$ cat config.mk
export PLATFORM = sky130hd
export DESIGN_NAME = decode_stage
export DESIGN_NICKNAME = d
export VERILOG_FILES = /design/src/rtl/decode_stage.sv
export SDC_FILE = /design/constraint.sdc
export NUM_CORES = 1
export LEC_CHECK = 0
export CAP_MARGIN = 0
export CELL_PAD_IN_SITES_DETAIL_PLACEMENT = 1
export CELL_PAD_IN_SITES_GLOBAL_PLACEMENT = 1
export CORE_MARGIN = 4
export CORE_UTILIZATION = 28
export DETAILED_ROUTE_END_ITERATION = 12
export MAX_ROUTING_LAYER = met4
export PLACE_DENSITY_LB_ADDON = 0.1
export SETUP_SLACK_MARGIN = 0.2
export SLEW_MARGIN = 40
export SYNTH_ARGS = -nofsm -noshare
export SYNTH_HDL_FRONTEND = slang
export SYNTH_SLANG_ARGS = --single-unit
$ cat constraint.sdc
create_clock -name clk -period 6.3 [get_ports clk]
set_clock_uncertainty 0.2 [all_clocks]
set_input_delay 0.63 -clock clk [delete_from_list [all_inputs] [get_ports clk]]
set_output_delay 0.63 -clock clk [all_outputs]
set_load 0.02 [all_outputs]
$ cat src/rtl/decode_stage.sv
// -----------------------------------------------------------------------------
// decode_stage
//
// RV32I instruction decode stage, placed between the IF/ID latch and execute.
// It drives the register-file read addresses, decodes immediates and control
// signals, detects load-use hazards and owns the ID/EX pipeline register.
//
// Optional feature macro: DECODE_WB_BYPASS_EN
//   defined   : a same-cycle writeback to rs1/rs2 (rd != x0) overrides the
//               register-file read data, for register files that write on posedge.
//   undefined : operands come straight from rf_rdata1/2 and wb_* are ignored.
//
// Ports
//   clk, rst               clock (rising edge) and async active-high reset
//   if_valid/instr/pc      IF/ID contents
//   flush                  kill the decode slot (taken branch/jump in EX)
//   rf_raddr1/2            rs1/rs2 indices to the register file
//   rf_rdata1/2            register-file read data
//   wb_reg_wr/waddr/wdata  writeback port (bypass only)
//   stall                  combinational load-use stall (hold PC and IF/ID)
//   ex_*                   ID/EX pipeline register outputs
//
// Handshake: there is no valid/ready pair here. if_valid qualifies the IF/ID
// slot; stall is this stage's back-pressure to fetch and means "the slot was
// not consumed this cycle, present it again". ex_valid qualifies the ID/EX slot.
// -----------------------------------------------------------------------------
module decode_stage #(
    parameter int DATA_WIDTH = 32,
    parameter int ADDR_WIDTH = 5
) (
    input  logic                  clk,
    input  logic                  rst,
    input  logic                  if_valid,
    input  logic [31:0]           if_instr,
    input  logic [31:0]           if_pc,
    input  logic                  flush,
    output logic [ADDR_WIDTH-1:0] rf_raddr1,
    output logic [ADDR_WIDTH-1:0] rf_raddr2,
    input  logic [DATA_WIDTH-1:0] rf_rdata1,
    input  logic [DATA_WIDTH-1:0] rf_rdata2,
    input  logic                  wb_reg_wr,
    input  logic [ADDR_WIDTH-1:0] wb_waddr,
    input  logic [DATA_WIDTH-1:0] wb_wdata,
    output logic                  stall,
    output logic                  ex_valid,
    output logic [31:0]           ex_pc,
    output logic [DATA_WIDTH-1:0] ex_rs1_data,
    output logic [DATA_WIDTH-1:0] ex_rs2_data,
    output logic [DATA_WIDTH-1:0] ex_imm,
    output logic [ADDR_WIDTH-1:0] ex_rs1,
    output logic [ADDR_WIDTH-1:0] ex_rs2,
    output logic [ADDR_WIDTH-1:0] ex_rd,
    output logic [6:0]            ex_opcode,
    output logic [2:0]            ex_funct3,
    output logic                  ex_funct7b5,
    output logic                  ex_reg_wr,
    output logic                  ex_mem_rd,
    output logic                  ex_mem_wr,
    output logic                  ex_illegal
);

    localparam logic [6:0] OP_LUI    = 7'b0110111;
    localparam logic [6:0] OP_AUIPC  = 7'b0010111;
    localparam logic [6:0] OP_JAL    = 7'b1101111;
    localparam logic [6:0] OP_JALR   = 7'b1100111;
    localparam logic [6:0] OP_BRANCH = 7'b1100011;
    localparam logic [6:0] OP_LOAD   = 7'b0000011;
    localparam logic [6:0] OP_STORE  = 7'b0100011;
    localparam logic [6:0] OP_IMM    = 7'b0010011;
    localparam logic [6:0] OP_REG    = 7'b0110011;
    localparam logic [6:0] OP_FENCE  = 7'b0001111;
    localparam logic [6:0] OP_SYSTEM = 7'b1110011;

    // Instruction fields
    logic [6:0]            opcode;
    logic [ADDR_WIDTH-1:0] rd_f;
    logic [ADDR_WIDTH-1:0] rs1_f;
    logic [ADDR_WIDTH-1:0] rs2_f;

    assign opcode = if_instr[6:0];
    assign rd_f   = if_instr[11:7];
    assign rs1_f  = if_instr[19:15];
    assign rs2_f  = if_instr[24:20];

    assign rf_raddr1 = rs1_f;
    assign rf_raddr2 = rs2_f;

    // Decoded control
    logic        legal;
    logic        rs1_used;
    logic        rs2_used;
    logic        is_load;
    logic        is_store;
    logic        writes_rd;
    logic [31:0] imm32;

    always_comb begin
        legal     = 1'b1;
        rs1_used  = 1'b1;
        rs2_used  = 1'b0;
        is_load   = 1'b0;
        is_store  = 1'b0;
        writes_rd = 1'b1;
        imm32     = 32'd0;
        unique case (opcode)
            OP_REG: begin
                rs2_used = 1'b1;
            end
            OP_IMM, OP_JALR, OP_FENCE, OP_SYSTEM: begin
                imm32 = {{20{if_instr[31]}}, if_instr[31:20]};
            end
            OP_LOAD: begin
                is_load = 1'b1;
                imm32   = {{20{if_instr[31]}}, if_instr[31:20]};
            end
            OP_STORE: begin
                rs2_used  = 1'b1;
                is_store  = 1'b1;
                writes_rd = 1'b0;
                imm32     = {{20{if_instr[31]}}, if_instr[31:25], if_instr[11:7]};
            end
            OP_BRANCH: begin
                rs2_used  = 1'b1;
                writes_rd = 1'b0;
                imm32     = {{19{if_instr[31]}}, if_instr[31], if_instr[7],
                             if_instr[30:25], if_instr[11:8], 1'b0};
            end
            OP_LUI, OP_AUIPC: begin
                rs1_used = 1'b0;
                imm32    = {if_instr[31:12], 12'd0};
            end
            OP_JAL: begin
                rs1_used = 1'b0;
                imm32    = {{11{if_instr[31]}}, if_instr[31], if_instr[19:12],
                            if_instr[20], if_instr[30:21], 1'b0};
            end
            default: begin
                // Unrecognised opcode: travels down the pipe flagged illegal
                // with every side effect suppressed.
                legal     = 1'b0;
                writes_rd = 1'b0;
            end
        endcase
    end

    // Source indices as reported to EX (unused sources read as x0)
    logic [ADDR_WIDTH-1:0] src1;
    logic [ADDR_WIDTH-1:0] src2;

    assign src1 = rs1_used ? rs1_f : '0;
    assign src2 = rs2_used ? rs2_f : '0;

    // Operand selection
    logic [DATA_WIDTH-1:0] opnd1;
    logic [DATA_WIDTH-1:0] opnd2;

`ifdef DECODE_WB_BYPASS_EN
    logic wb_hit1;
    logic wb_hit2;

    assign wb_hit1 = wb_reg_wr && (wb_waddr != '0) && (wb_waddr == rs1_f);
    assign wb_hit2 = wb_reg_wr && (wb_waddr != '0) && (wb_waddr == rs2_f);
    assign opnd1   = !rs1_used ? '0 : (wb_hit1 ? wb_wdata : rf_rdata1);
    assign opnd2   = !rs2_used ? '0 : (wb_hit2 ? wb_wdata : rf_rdata2);
`else
    // Writeback port is not consumed in this build.
    logic wb_unused;

    assign wb_unused = ^{wb_reg_wr, wb_waddr, wb_wdata};
    assign opnd1     = rs1_used ? rf_rdata1 : '0;
    assign opnd2     = rs2_used ? rf_rdata2 : '0;
`endif

    // Load-use hazard: the load in EX has no data until MEM, so the
    // dependent instruction waits one cycle behind a bubble. The bubble
    // clears ex_mem_rd, which ends the stall on the following cycle.
    logic load_use;

    assign load_use = ex_valid && ex_mem_rd && (ex_rd != '0) &&
                      ((ex_rd == src1) || (ex_rd == src2));
    assign stall    = if_valid && !flush && load_use;

    logic bubble;

    assign bubble = flush || !if_valid || stall;

    // ID/EX pipeline register
    always_ff @(posedge clk or posedge rst) begin
        if (rst) begin
            ex_valid    <= 1'b0;
            ex_pc       <= '0;
            ex_rs1_data <= '0;
            ex_rs2_data <= '0;
            ex_imm      <= '0;
            ex_rs1      <= '0;
            ex_rs2      <= '0;
            ex_rd       <= '0;
            ex_opcode   <= '0;
            ex_funct3   <= '0;
            ex_funct7b5 <= 1'b0;
            ex_reg_wr   <= 1'b0;
            ex_mem_rd   <= 1'b0;
            ex_mem_wr   <= 1'b0;
            ex_illegal  <= 1'b0;
        end else if (bubble) begin
            ex_valid    <= 1'b0;
            ex_pc       <= '0;
            ex_rs1_data <= '0;
            ex_rs2_data <= '0;
            ex_imm      <= '0;
            ex_rs1      <= '0;
            ex_rs2      <= '0;
            ex_rd       <= '0;
            ex_opcode   <= '0;
            ex_funct3   <= '0;
            ex_funct7b5 <= 1'b0;
            ex_reg_wr   <= 1'b0;
            ex_mem_rd   <= 1'b0;
            ex_mem_wr   <= 1'b0;
            ex_illegal  <= 1'b0;
        end else begin
            ex_valid    <= 1'b1;
            ex_pc       <= if_pc;
            ex_rs1_data <= opnd1;
            ex_rs2_data <= opnd2;
            ex_imm      <= DATA_WIDTH'($signed(imm32));
            ex_rs1      <= src1;
            ex_rs2      <= src2;
            ex_rd       <= rd_f;
            ex_opcode   <= opcode;
            ex_funct3   <= if_instr[14:12];
            ex_funct7b5 <= if_instr[30];
            ex_reg_wr   <= writes_rd && (rd_f != '0);
            ex_mem_rd   <= is_load;
            ex_mem_wr   <= is_store;
            ex_illegal  <= !legal;
        end
    end

endmodule

==> results.sh <==
export IMPL_cts_buffers=17
export IMPL_layout_common_cells="clkdlybuf4s50_1, dfrtp_1, and3_1, and2_1, nor2b_1"
export IMPL_drtAntennaViolNets=0
export IMPL_path_delay_family="buffers and inverters"
export IMPL_grt_overflow_total=0
export IMPL_postSynthCellCount=466
export IMPL_finalSetupViolCount=0
export IMPL_core_area_um2=20500
export IMPL_grt_util_all_layers_pct=18.3
export IMPL_register_area_um2=3980
export IMPL_seq_area_frac_synth_pct=67.3
export IMPL_max_cap_viol_count=0
export IMPL_diodes=0
export IMPL_grt_max_degree=119
export IMPL_vias=4676
export IMPL_period_minus_slack_ns=4.63
export IMPL_clkLatencyLatePin_ns=0.42
export IMPL_hold_buffers=0
export IMPL_tritoncts="yes"
export IMPL_globalplace_congestion=0.822
export IMPL_root_buffer="clkbuf_16"
export IMPL_fillers=2168
export IMPL_maxSlewHeadroom_pct=48.3
export IMPL_p_int_mw=1.75
export IMPL_cts_sinks=159
export IMPL_io_pins=340
export IMPL_end_kind="primary output"
export IMPL_synth_seq_cells=159
export IMPL_path_cells="clkdlybuf4s50_1 > nor2b_1 > and4b_1 > a31o_1 > mux2_4 > a31oi_1 > nor2_1 > clkdlybuf4s50_1"
export IMPL_status="finished, final reports clean"
export IMPL_first_global_vias=5175
export IMPL_clkPwrFrac_pct=43.3
export IMPL_grt_pass1_wl_um=32100
export IMPL_cp_max_fo=16
export IMPL_post_route_drc_count=0
export IMPL_report_final_slew_viol_count=0
export IMPL_crit_top_cell="clkdlybuf4s50_1"
export IMPL_async_flop_share_pct=100
export IMPL_ys_flop_type="dfrtp_1"
export IMPL_seqPwrFrac_pct=45.1
export IMPL_yosysWarnings=0
export IMPL_die_area_um2=23500
export IMPL_period_share_pct=73.6
export IMPL_ir_worst_vdd_v=0.000175
export IMPL_firstDrtPassIters=5
export IMPL_cp_slowest_cell="and4b_1"
export IMPL_clk_pin_slew_ns=0.06
export IMPL_power_switching_share_pct=24.9
export IMPL_cts_setup_buffers=0
export IMPL_syn2layout_area_growth_pct=63.9
export IMPL_whs_ns=0.355
export IMPL_die_h_um=153
export IMPL_rsz0062_at_grt="false"
export IMPL_fmax_ghz=0.216
export IMPL_cts_buffer_depth=2
export IMPL_routedWlPerCell_um=20.0
export IMPL_final_common_cell="clkdlybuf4s50_1"
export IMPL_io_buffer_count=301
export IMPL_htreeDepth=4
export IMPL_worstSetupPathType="in2out"
export IMPL_rows=52
export IMPL_switching_power_uw=582
export IMPL_drt_iter0_drc=157
export IMPL_synth_area_per_cell_um2=12.7
export IMPL_initial_utilization_pct=28.8
export IMPL_cp_num_buf_inv=2
export IMPL_worst_setup_path_start_kind="input port"
export IMPL_via_per_inst=4.53
export IMPL_hold_class="in2async"
export IMPL_ys_types=46
export IMPL_setup_tns_ns=0
export IMPL_max_stage_delay_ns=0.73
export IMPL_arrival_ns=3.80
export IMPL_dp_hpwl_um=14900
export IMPL_antenna_found_initial=0
export IMPL_cp_required_ns=5.47
export IMPL_ctsResizeCount=0
export IMPL_synth_area_um2=5910
export IMPL_max_slew_worst_pin_slew_ns=0.775
export IMPL_drt_wl_total_um=20700
export IMPL_p_leak_nw=4.44
export IMPL_synth_edff_count=0
export IMPL_syn_nets=636
export IMPL_pwr_share_comb_pct=11.6
export IMPL_layout_drive_gt1_share_pct=5.77
export IMPL_fin_nets=920
export IMPL_die_width_um=153
export IMPL_multi_input_area_um2=1670
export IMPL_hold_viol=0
export IMPL_power_density_nw_per_um2=241
==> through the flow <==
step           instances  worst slack [ns]  area, um2  util, %  total power [mW]
6_report            1033              1.67       9690     47.3              2.33
5_1_grt             1033              1.36       9690     47.3              2.44
4_1_cts             1032              1.62       9660     47.1              2.37
3_5_place_dp        1000              1.62       9090     44.3              1.35
3_3_place_gp         999              1.65       9060     44.2              1.34
2_1_floorplan        466              1.18       5910        -              1.18
==> area by class of cell <==
| type | instances | area share (%) |
|---|---|---|
| sequential | 159 | 41.1 |
| clock buffer | 20 | 4.61 |
| timing repair buffer | 307 | 31.9 |
| inverter | 8 | 0.387 |
| multi-input combinational | 257 | 17.3 |
| clock inverter | 12 | 1.29 |
| tap | 270 | 3.49 |
==> layer usage <==
layer  GRT usage (%)  up-vias  part of all wire (%)
li1                -     2131                     -
met1            22.2     2331                    41
met2            30.0      198                    50
met3            5.06       16                   7.2
met4            5.01        0                   1.3
met5               -        -                     0
==> flip-flops by register name, indices dropped and copies added, names as in the netlist, 3 cells and up <==
| name | flops |
|---|---|
| ex_rs1_data | 32 |
| ex_opcode | 7 |
| ex_rd | 5 |
| ex_rs2 | 5 |
| ex_funct3 | 3 |
| ex_pc | 32 |
| ex_rs2_data | 32 |
| ex_imm | 32 |
| ex_rs1 | 5 |
==> worst paths after layout <==
path                             start         endpoint  slack, ns  depth (start not counted)
max                        if_instr[4]            stall       1.67                          8
min                                rst  ex_rs2_data[31]       0.35                          2
max reg2reg                   ex_rd[4]        ex_reg_wr       3.23                          7
min reg2reg                   ex_rd[3]         ex_valid       1.03                          3
max in group asynchronous          rst  ex_rs2_data[26]       4.10                          4
min in group clk             if_pc[29]        ex_pc[29]       0.56                          2
==> cell usage after synthesis (8+ instances only) <==
cell type	count	area, um2
and3_1	79	494
nand2_1	17	63.8
a21boi_1	9	67.6
buf_4	13	97.6
inv_1	8	30.0
o21ai_0	8	40.0
nor2_1	9	33.8
dfrtp_1	159	3980
nor2b_1	23	144
clkbuf_1	12	45.0
a21oi_1	14	70.1
buf_2	13	65.1
and2_1	53	332
==> power by group through the flow <==
stage	combinational, mW	sequential (mW)	clock, mW
after floorplan	0.0770	1.10	0
after global placement	0.267	1.07	0
after detailed placement	0.273	1.07	0
after CTS	0.274	1.05	1.04
after global routing	0.292	1.06	1.09
final	0.270	1.05	1.01
==> cell families (layout without fill, tap and decap cells) <==
logic type,Yosys count,in the layout,synth area share (%)
AO/OA/AOI/OAI,57,57,7.15
XOR/XNOR,3,3,0.445
AND/OR/NAND/NOR,196,196,20.1
multiplexers,1,1,0.254
flip-flops,159,159,67.3
buffers and inverters,50,347,4.78
Power figures use the tool's default switching activity.
